**src/rtl/sc_wave_clear_ctrl_if.sv**
```systemverilog
// Signal bundle between the wave-clear controller and the game logic around it.
// The WAVECLR_DEBUG_SKIP_EN macro adds the debug skip strobe.
interface sc_wave_clear_ctrl_if #(
  parameter int KILL_WIDTH = 5
);
  logic                  SC_WAVECLR_kill_InLow;
  logic [1:0]            SC_WAVECLR_level_InBus;
  logic                  SC_WAVECLR_levelup_OutLow;
  logic                  SC_WAVECLR_pause_Out;
  logic                  SC_WAVECLR_respawn_Out;
  logic                  SC_WAVECLR_win_Out;
  logic [KILL_WIDTH-1:0] SC_WAVECLR_killcount_OutBus;
`ifdef WAVECLR_DEBUG_SKIP_EN
  logic                  SC_WAVECLR_skip_InLow;
`endif

  modport master (
    output SC_WAVECLR_kill_InLow,
    output SC_WAVECLR_level_InBus,
`ifdef WAVECLR_DEBUG_SKIP_EN
    output SC_WAVECLR_skip_InLow,
`endif
    input  SC_WAVECLR_levelup_OutLow,
    input  SC_WAVECLR_pause_Out,
    input  SC_WAVECLR_respawn_Out,
    input  SC_WAVECLR_win_Out,
    input  SC_WAVECLR_killcount_OutBus
  );

  modport slave (
    input  SC_WAVECLR_kill_InLow,
    input  SC_WAVECLR_level_InBus,
`ifdef WAVECLR_DEBUG_SKIP_EN
    input  SC_WAVECLR_skip_InLow,
`endif
    output SC_WAVECLR_levelup_OutLow,
    output SC_WAVECLR_pause_Out,
    output SC_WAVECLR_respawn_Out,
    output SC_WAVECLR_win_Out,
    output SC_WAVECLR_killcount_OutBus
  );
endinterface

```
**src/rtl/sc_wave_clear_ctrl.sv**
```systemverilog
// Wave-clear controller: counts kills, pauses, pulses level-up, requests respawn, or latches a win.
// Define WAVECLR_DEBUG_SKIP_EN to add the debug skip strobe that clears the wave at once.
module sc_wave_clear_ctrl #(
  parameter int ENEMY_COUNT  = 16,
  parameter int KILL_WIDTH   = 5,
  parameter int PAUSE_CYCLES = 50000000,
  parameter int PAUSE_WIDTH  = 26,
  parameter int LEVEL_MAX    = 3
) (
  input logic                SC_WAVECLR_CLOCK_50,
  input logic                SC_WAVECLR_RESET_InHigh,
  sc_wave_clear_ctrl_if.slave bus
);

  typedef enum logic [2:0] {
    ST_PLAY,
    ST_PAUSE,
    ST_LEVELUP,
    ST_RESPAWN,
    ST_WIN
  } state_t;

  localparam logic [KILL_WIDTH-1:0]  KILLS_FULL = KILL_WIDTH'(ENEMY_COUNT);
  localparam logic [PAUSE_WIDTH-1:0] PAUSE_LAST = PAUSE_WIDTH'(PAUSE_CYCLES - 1);
  localparam logic [1:0]             LEVEL_TOP  = 2'(LEVEL_MAX);

  state_t                  state;
  logic [PAUSE_WIDTH-1:0]  pause_timer;
  logic [KILL_WIDTH-1:0]   kill_count;
  logic                    kill_prev;
  logic                    levelup_n;
  logic                    pause;
  logic                    respawn;
  logic                    win;

  logic                    kill_edge;
  logic                    clear_hit;
  logic [KILL_WIDTH-1:0]   count_inc;

`ifdef WAVECLR_DEBUG_SKIP_EN
  logic skip_prev;
  logic skip_edge;
`endif

  // NOTE: every signal driven here gets a default first so no latch can be inferred.
  always_comb begin
    kill_edge = kill_prev & ~bus.SC_WAVECLR_kill_InLow;
    count_inc = kill_count + 1'b1;
    clear_hit = kill_edge && (count_inc == KILLS_FULL);
`ifdef WAVECLR_DEBUG_SKIP_EN
    skip_edge = skip_prev & ~bus.SC_WAVECLR_skip_InLow;
    // A skip edge alone, or together with any kill edge, is one clear.
    clear_hit = clear_hit | skip_edge;
`endif
  end

  // NOTE: sequential state uses non-blocking assignments only, so every register
  // sees the pre-edge values of the others.
  always_ff @(posedge SC_WAVECLR_CLOCK_50) begin
    if (SC_WAVECLR_RESET_InHigh) begin
      state       <= ST_PLAY;
      pause_timer <= '0;
      kill_count  <= '0;
      kill_prev   <= 1'b1;
      levelup_n   <= 1'b1;
      pause       <= 1'b0;
      respawn     <= 1'b0;
      win         <= 1'b0;
`ifdef WAVECLR_DEBUG_SKIP_EN
      skip_prev   <= 1'b1;
`endif
    end else begin
      kill_prev <= bus.SC_WAVECLR_kill_InLow;
`ifdef WAVECLR_DEBUG_SKIP_EN
      skip_prev <= bus.SC_WAVECLR_skip_InLow;
`endif
      unique case (state)
        ST_PLAY: begin
          if (clear_hit) begin
            kill_count <= KILLS_FULL;
            pause      <= 1'b1;
            if (bus.SC_WAVECLR_level_InBus == LEVEL_TOP) begin
              state <= ST_WIN;
              win   <= 1'b1;
            end else begin
              state       <= ST_PAUSE;
              pause_timer <= '0;
            end
          end else if (kill_edge) begin
            kill_count <= count_inc;
          end
        end
        ST_PAUSE: begin
          if (pause_timer == PAUSE_LAST) begin
            state     <= ST_LEVELUP;
            levelup_n <= 1'b0;
          end else begin
            pause_timer <= pause_timer + 1'b1;
          end
        end
        ST_LEVELUP: begin
          state      <= ST_RESPAWN;
          levelup_n  <= 1'b1;
          pause      <= 1'b0;
          respawn    <= 1'b1;
          kill_count <= '0;
        end
        ST_RESPAWN: begin
          state   <= ST_PLAY;
          respawn <= 1'b0;
        end
        ST_WIN: ;
        default: state <= ST_PLAY;
      endcase
    end
  end

  assign bus.SC_WAVECLR_levelup_OutLow   = levelup_n;
  assign bus.SC_WAVECLR_pause_Out        = pause;
  assign bus.SC_WAVECLR_respawn_Out      = respawn;
  assign bus.SC_WAVECLR_win_Out          = win;
  assign bus.SC_WAVECLR_killcount_OutBus = kill_count;

endmodule

```
**src/flat_wrapper.sv**
```systemverilog
// flat-port wrapper written by rule: the top's interface ports become plain ports
module sc_wave_clear_ctrl_flat 
#(
  parameter int ENEMY_COUNT  = 16,
  parameter int KILL_WIDTH   = 5,
  parameter int PAUSE_CYCLES = 50000000,
  parameter int PAUSE_WIDTH  = 26,
  parameter int LEVEL_MAX    = 3
)
  (SC_WAVECLR_CLOCK_50, SC_WAVECLR_RESET_InHigh, bus_SC_WAVECLR_kill_InLow, bus_SC_WAVECLR_level_InBus, bus_SC_WAVECLR_levelup_OutLow, bus_SC_WAVECLR_pause_Out, bus_SC_WAVECLR_respawn_Out, bus_SC_WAVECLR_win_Out, bus_SC_WAVECLR_killcount_OutBus);
  sc_wave_clear_ctrl_if #(.KILL_WIDTH(KILL_WIDTH)) bus_i ();
  input logic SC_WAVECLR_CLOCK_50;
  input logic SC_WAVECLR_RESET_InHigh;
  input wire logic [$bits(bus_i.SC_WAVECLR_kill_InLow)-1:0] bus_SC_WAVECLR_kill_InLow;
  input wire logic [$bits(bus_i.SC_WAVECLR_level_InBus)-1:0] bus_SC_WAVECLR_level_InBus;
  output wire logic [$bits(bus_i.SC_WAVECLR_levelup_OutLow)-1:0] bus_SC_WAVECLR_levelup_OutLow;
  output wire logic [$bits(bus_i.SC_WAVECLR_pause_Out)-1:0] bus_SC_WAVECLR_pause_Out;
  output wire logic [$bits(bus_i.SC_WAVECLR_respawn_Out)-1:0] bus_SC_WAVECLR_respawn_Out;
  output wire logic [$bits(bus_i.SC_WAVECLR_win_Out)-1:0] bus_SC_WAVECLR_win_Out;
  output wire logic [$bits(bus_i.SC_WAVECLR_killcount_OutBus)-1:0] bus_SC_WAVECLR_killcount_OutBus;
  assign bus_i.SC_WAVECLR_kill_InLow = bus_SC_WAVECLR_kill_InLow;
  assign bus_i.SC_WAVECLR_level_InBus = bus_SC_WAVECLR_level_InBus;
  assign bus_SC_WAVECLR_levelup_OutLow = bus_i.SC_WAVECLR_levelup_OutLow;
  assign bus_SC_WAVECLR_pause_Out = bus_i.SC_WAVECLR_pause_Out;
  assign bus_SC_WAVECLR_respawn_Out = bus_i.SC_WAVECLR_respawn_Out;
  assign bus_SC_WAVECLR_win_Out = bus_i.SC_WAVECLR_win_Out;
  assign bus_SC_WAVECLR_killcount_OutBus = bus_i.SC_WAVECLR_killcount_OutBus;
  sc_wave_clear_ctrl #(.ENEMY_COUNT(ENEMY_COUNT), .KILL_WIDTH(KILL_WIDTH), .PAUSE_CYCLES(PAUSE_CYCLES), .PAUSE_WIDTH(PAUSE_WIDTH), .LEVEL_MAX(LEVEL_MAX)) u_core (.SC_WAVECLR_CLOCK_50(SC_WAVECLR_CLOCK_50), .SC_WAVECLR_RESET_InHigh(SC_WAVECLR_RESET_InHigh), .bus(bus_i));
endmodule
```
**config.mk**
```make
export PLATFORM = sky130hd
export DESIGN_NAME = sc_wave_clear_ctrl_flat
export DESIGN_NICKNAME = d
export VERILOG_FILES = /design/src/rtl/sc_wave_clear_ctrl_if.sv /design/src/rtl/sc_wave_clear_ctrl.sv /design/src/flat_wrapper.sv
export SDC_FILE = /design/constraint.sdc
export NUM_CORES = 1
export LEC_CHECK = 0
export ABC_AREA = 0
export BUFFER_PORTS_ARGS = -buffer_cell sky130_fd_sc_hd__buf_2
export CORE_ASPECT_RATIO = 0.9
export CORE_MARGIN = 5
export CORE_UTILIZATION = 50
export CTS_CLUSTER_DIAMETER = 50
export DETAILED_ROUTE_END_ITERATION = 10
export GPL_ROUTABILITY_DRIVEN = 0
export GPL_TIMING_DRIVEN = 1
export HOLD_SLACK_MARGIN = 0.12
export PLACE_DENSITY = 0.68
export SYNTH_ARGS = -nofsm -noshare
export SYNTH_HDL_FRONTEND = slang
export SYNTH_SLANG_ARGS = --single-unit
```
**constraint.sdc**
```tcl
create_clock -name SC_WAVECLR_CLOCK_50 -period 2.95 [get_ports SC_WAVECLR_CLOCK_50]
set_input_delay 0.295 -clock SC_WAVECLR_CLOCK_50 [delete_from_list [all_inputs] [get_ports SC_WAVECLR_CLOCK_50]]
set_output_delay 0.295 -clock SC_WAVECLR_CLOCK_50 [all_outputs]
set_load 0.005 [all_outputs]
```
Yosys cells after proc, flatten, opt, wreduce, memory -nomap -nowiden --
Cells that the tools add are included.
Word-level totals: logic and storage cells 53, bits in registers 39, output and inout bits 9
Cells by class: reduce and logical (&&, ||, !) cells 12, bitwise gates (word level) 3, multiplexer cells 16, add/subtract/negate cells 2, eq/ne operators 12
Operator list (number):
- 2-to-1 mux 26 bit | 3
- case mux 26 bit (2 select lines) | 1
- adder 26 x 1 -> 26 bit, second input constant | 1
- == test 26 bit, second input constant | 1
- case mux 3 bit (4 select lines) | 1
- 2-to-1 mux 5 bit | 2
- case mux 5 bit (2 select lines) | 1
- 2-to-1 mux 3 bit | 3
- nonzero test 2 bit | 4
- == test 3 x 2 -> 1 bit, second input constant | 2
- case mux 1 bit (2 select lines) | 3
- AND reduction 2 bit | 3
- AND reduction 3 bit | 2
- adder 5 x 1 -> 5 bit, second input constant | 1
- == test 5 bit, second input constant | 1
- != test 2 x 1 -> 1 bit, second input constant | 2
- != test 2 bit, second input constant | 2
- AND reduction 4 bit | 1
- == test 3 x 1 -> 1 bit, second input constant | 1
- == test 3 bit, second input constant | 1
- logical NOT 3 bit | 1
- != test 3 x 1 -> 1 bit, second input constant | 1
- == test 2 bit, second input constant | 1
- 2-to-1 mux 1 bit | 2
- other kinds (3) | 4

Depth between registers and ports, before layout --
word-level depth 5, gate-level depth with buffers 7, gate-level depth less buffers 6

Worst setup path after synthesis --
OpenSTA, ideal clock, no wires.
kind reg2reg, from register u_core.pause_timer[0], to register u_core.pause_timer[16], setup slack 1.027 ns, stages on the path, launching flop included 8, clock period less this slack 1.923 ns, required time 2.830 ns, arrival time 1.804 ns, library setup time 0.120 ns, path through dfxtp_1 ha_1 nand3_1 nand4bb_1 o21ai_4 buf_6 nor3_1 a211o_1
Between the ends: word-level cells in the longest chain between the ends 3, elaborated cells between the ends (all ways) 6
Ends and longest elaborated chain:
- from (decl) | line sc_wave_clear_ctrl.sv:28 | logic [PAUSE_WIDTH-1:0] pause_timer;
- from (signal assigned) | line sc_wave_clear_ctrl.sv:98 | pause_timer <= pause_timer + 1'b1;
- adder 26 x 1 -> 26 bit / == test 26 bit (equally long branches) | line sc_wave_clear_ctrl.sv:98, sc_wave_clear_ctrl.sv:94
- 2-to-1 mux 26 bit / != test 2 bit (equally long branches)
- case mux 26 bit (2 select lines) / AND reduction 4 bit (equally long branches)
Several ways; a longest one is shown, not always the timed one. The select of a mux whose other input is x is not followed. A chain may end at the register's enable or synchronous reset.

Worst setup path in the final report --
from register u_core.pause_timer[0], to register u_core.pause_timer[15]
The elaborated chain is that of the path after synthesis.

==> run metrics <==
Starting DRT DRC Count=207; min-delay src=bus_SC_WAVECLR_kill_InLow; peak supply drop=0.300 mV; Flop pwr share=58.6%; clk slew on worst S/H paths=0.07 ns; placeable core area=0.00407 sq mm; CTS Buffer Depth=2; via/cell ratio=6.05; Residual DRC=0; Slew @ Worst Pin=0.409 ns; Post-CTS Setup Repair Bufs=0; yosys warns=0; Die X=78.5 microns; leakage=0.866 nW; area leader, netlist=dfxtp_1; fill cell count=379; Gate power share=3.6%; required time of the critical path=3.13 ns; synthesized flop and latch total=39; Pint=0.709 mW; CTS tree=yes; top-area cell type share of the netlist area=36.9%; largest net degree at the start of global routing=17; sequential cell area=781 sq um; diode count=0; H-tree depth=2; DIE AREA=0.00563 sq mm; Layout area overhead=9.24%; crit end category=flip-flop; post-synthesis cell area=0.00211 sq mm; crit path time final=2.21 ns; WHS=0.206 ns; Netlist cell types=61; GRT Overall Usage=17.3%; Psw=0.203 mW; TNS Setup=0 ns; DR pass1 iterations=6; first-pass GRT wire length=7.91 mm; part of the cycle the worst path needs=74.9%; CTS Buf Count=5; CP Class=flip-flop to flip-flop; most frequent cells after synthesis=39 x dfxtp_1, 25 x nand2_1, 16 x nand3_1; hold_buf cts=0; Critical Path Start Type=flip-flop; Multi-input gate area=0.00124 sq mm; total congestion overflow=0; endpoints failing setup=0; Worst Skew=0.00509 ns; Sw Share=22.3%; Layout Nets=269; vias=1,875; IO buf count=13; final WL=4.79 mm; Post-Syn Area per Cell=8.66 sq um; Max Slew Vio Count=0; Relative slew margins=72.6%; initial antenna violation count=0; mux cell area share after synthesis=1.48%; Final Hold Vio Count=0; clk_lat worst skew=0.29 ns; largest family of logic cells by synthesized area=simple AND/OR/NAND/NOR gates; Worst Hold Class=input pin to flip-flop; Top Ports=14; Synth Instances=244; die span in y=71.7 microns; Post-DRT Antenna Nets=0; root buf cell=clkbuf_8; adder-cell share of the synthesized area=1.78%; register area share after synthesis=36.9%; Main synth FF type=dfxtp_1; largest cells by area after synthesis=dfxtp_1 37%, nand2_1 4.4%, nand3_1 3.8%; number of global-route vias before repair=1,644; WP data arrival=2.39 ns; Post-Syn Nets=252; Post-CTS Resized=0; RSZ-0062 raised after global routing=false; Synth Area in Compound Gates=25.5%; top-count cell post-synth=dfxtp_1; DR WL/cell=15.4 microns; Starting Density=51.9%; clock network power share=37.8%; Post-synth EDFFs=0; max_cap viols=0; worst r2r src=u_core.pause_timer[0]; PwrDens=395 mW/mm^2; Worst Setup SP=u_core.pause_timer[0]; utilization after layout=56.7%; share of layout cells above drive strength 1=15.3%; Cell Rows=22; ys async rst share=0%; Max Freq=453 MHz; CP Max Fanout=14; Simple-Gate Fraction of Synth Area=28.8%; HPWL Detailed=3.34 mm; Clock Sinks=39; outcome=completed; xor/xnor share of the synthesized area=1.24%
==> power groups by stage <==
stage                     logic (mW)  clock network (mW)  registers (mW)
after floorplan               0.0218                   0           0.546
after global placement        0.0325                   0           0.547
after detailed placement      0.0328                   0           0.547
after CTS                     0.0330               0.358           0.535
after global routing          0.0366               0.377           0.535
final                         0.0328               0.345           0.535
==> layer usage <==
| metal | wire (microns) | global-route usage [%] | vias up | share of wire, % |
|---|---|---|---|---|
| met3 | 203 | 4.27 | 4 | 4.2 |
| met4 | 47 | 5.83 | 0 | 0.98 |
| met1 | 2460 | 24.4 | 874 | 51 |
| li1 | - | - | 955 | - |
| met2 | 2080 | 25.8 | 42 | 43 |
| met5 | 0 | 0 | - | 0 |
==> layout by cell type (no fill, tap or decap), drive strengths merged, types with 3 or more instances in the layout <==
cell	netlist	layout
dfxtp	39	39
nand2	26	26
buf	6	19
nand3	17	17
nor2	13	13
a21oi	11	11
inv	9	9
and3	9	9
nand4	8	8
nor3	8	8
o21ai	8	8
a31oi	7	7
a211o	7	7
clkbuf	3	7
a21o	6	6
nor4	5	5
nor2b	4	4
nand2b	3	3
o31ai	3	3
o21a	3	3
or2	3	3
ha	3	3
==> through the flow <==
stage / instance area [sq um] / setup WS (ns) / power (mW) / cells
floorplan: 2110 / 1.03 / 0.568 / 244
global placement: 2230 / 0.859 / 0.579 / 302
detailed placement: 2230 / 0.774 / 0.580 / 302
CTS: 2310 / 0.774 / 0.925 / 310
global route: 2310 / 0.574 / 0.949 / 310
finish: 2310 / 0.741 / 0.912 / 310
==> critical path, cell delays in order, from the launching register on <==
cell and delay [ns]:
dfxtp_1 0.38, ha_1 0.20, nand3_1 0.22, nand4bb_1 0.46, o21ai_4 0.48, nor3_1 0.10, a211o_1 0.27
==> final cells by class <==
cell class              count  share of cell area (%)
repair buffers             19                    4.77
well taps                  48                    2.60
clock inverters             1                   0.217
inverters                   9                    1.46
flip-flops and latches     39                    33.8
multi-input cells         187                    53.8
clock buffers               7                    3.31
==> state kept, by name (all words and copies together), names as in the netlist <==
signal                                  cells
u_core.bus.SC_WAVECLR_win_Out               1
u_core.state                                3
u_core.bus.SC_WAVECLR_respawn_Out           1
u_core.bus.SC_WAVECLR_killcount_OutBus      5
u_core.pause_timer                         26
u_core.bus.SC_WAVECLR_levelup_OutLow        1
u_core.kill_prev                            1
u_core.bus.SC_WAVECLR_pause_Out             1
==> kinds of logic after synthesis <==
logic type      count (synthesis)
simple gates                  110
mux                             3
flops                          39
fa+ha+maj                       3
xor+xnor                        3
buf+inv                        18
compound gates                 68
==> path summary, 6_finish.rpt <==
kind	slack, ns	to	depth (start not counted)
setup / recovery	0.74	u_core.pause_timer[15]	6
hold / removal	0.21	u_core.kill_prev	2
setup reg to reg	0.74	u_core.pause_timer[15]	6
hold reg to reg	0.45	u_core.bus.SC_WAVECLR_levelup_OutLow	1
Power figures use the tool's default switching activity.
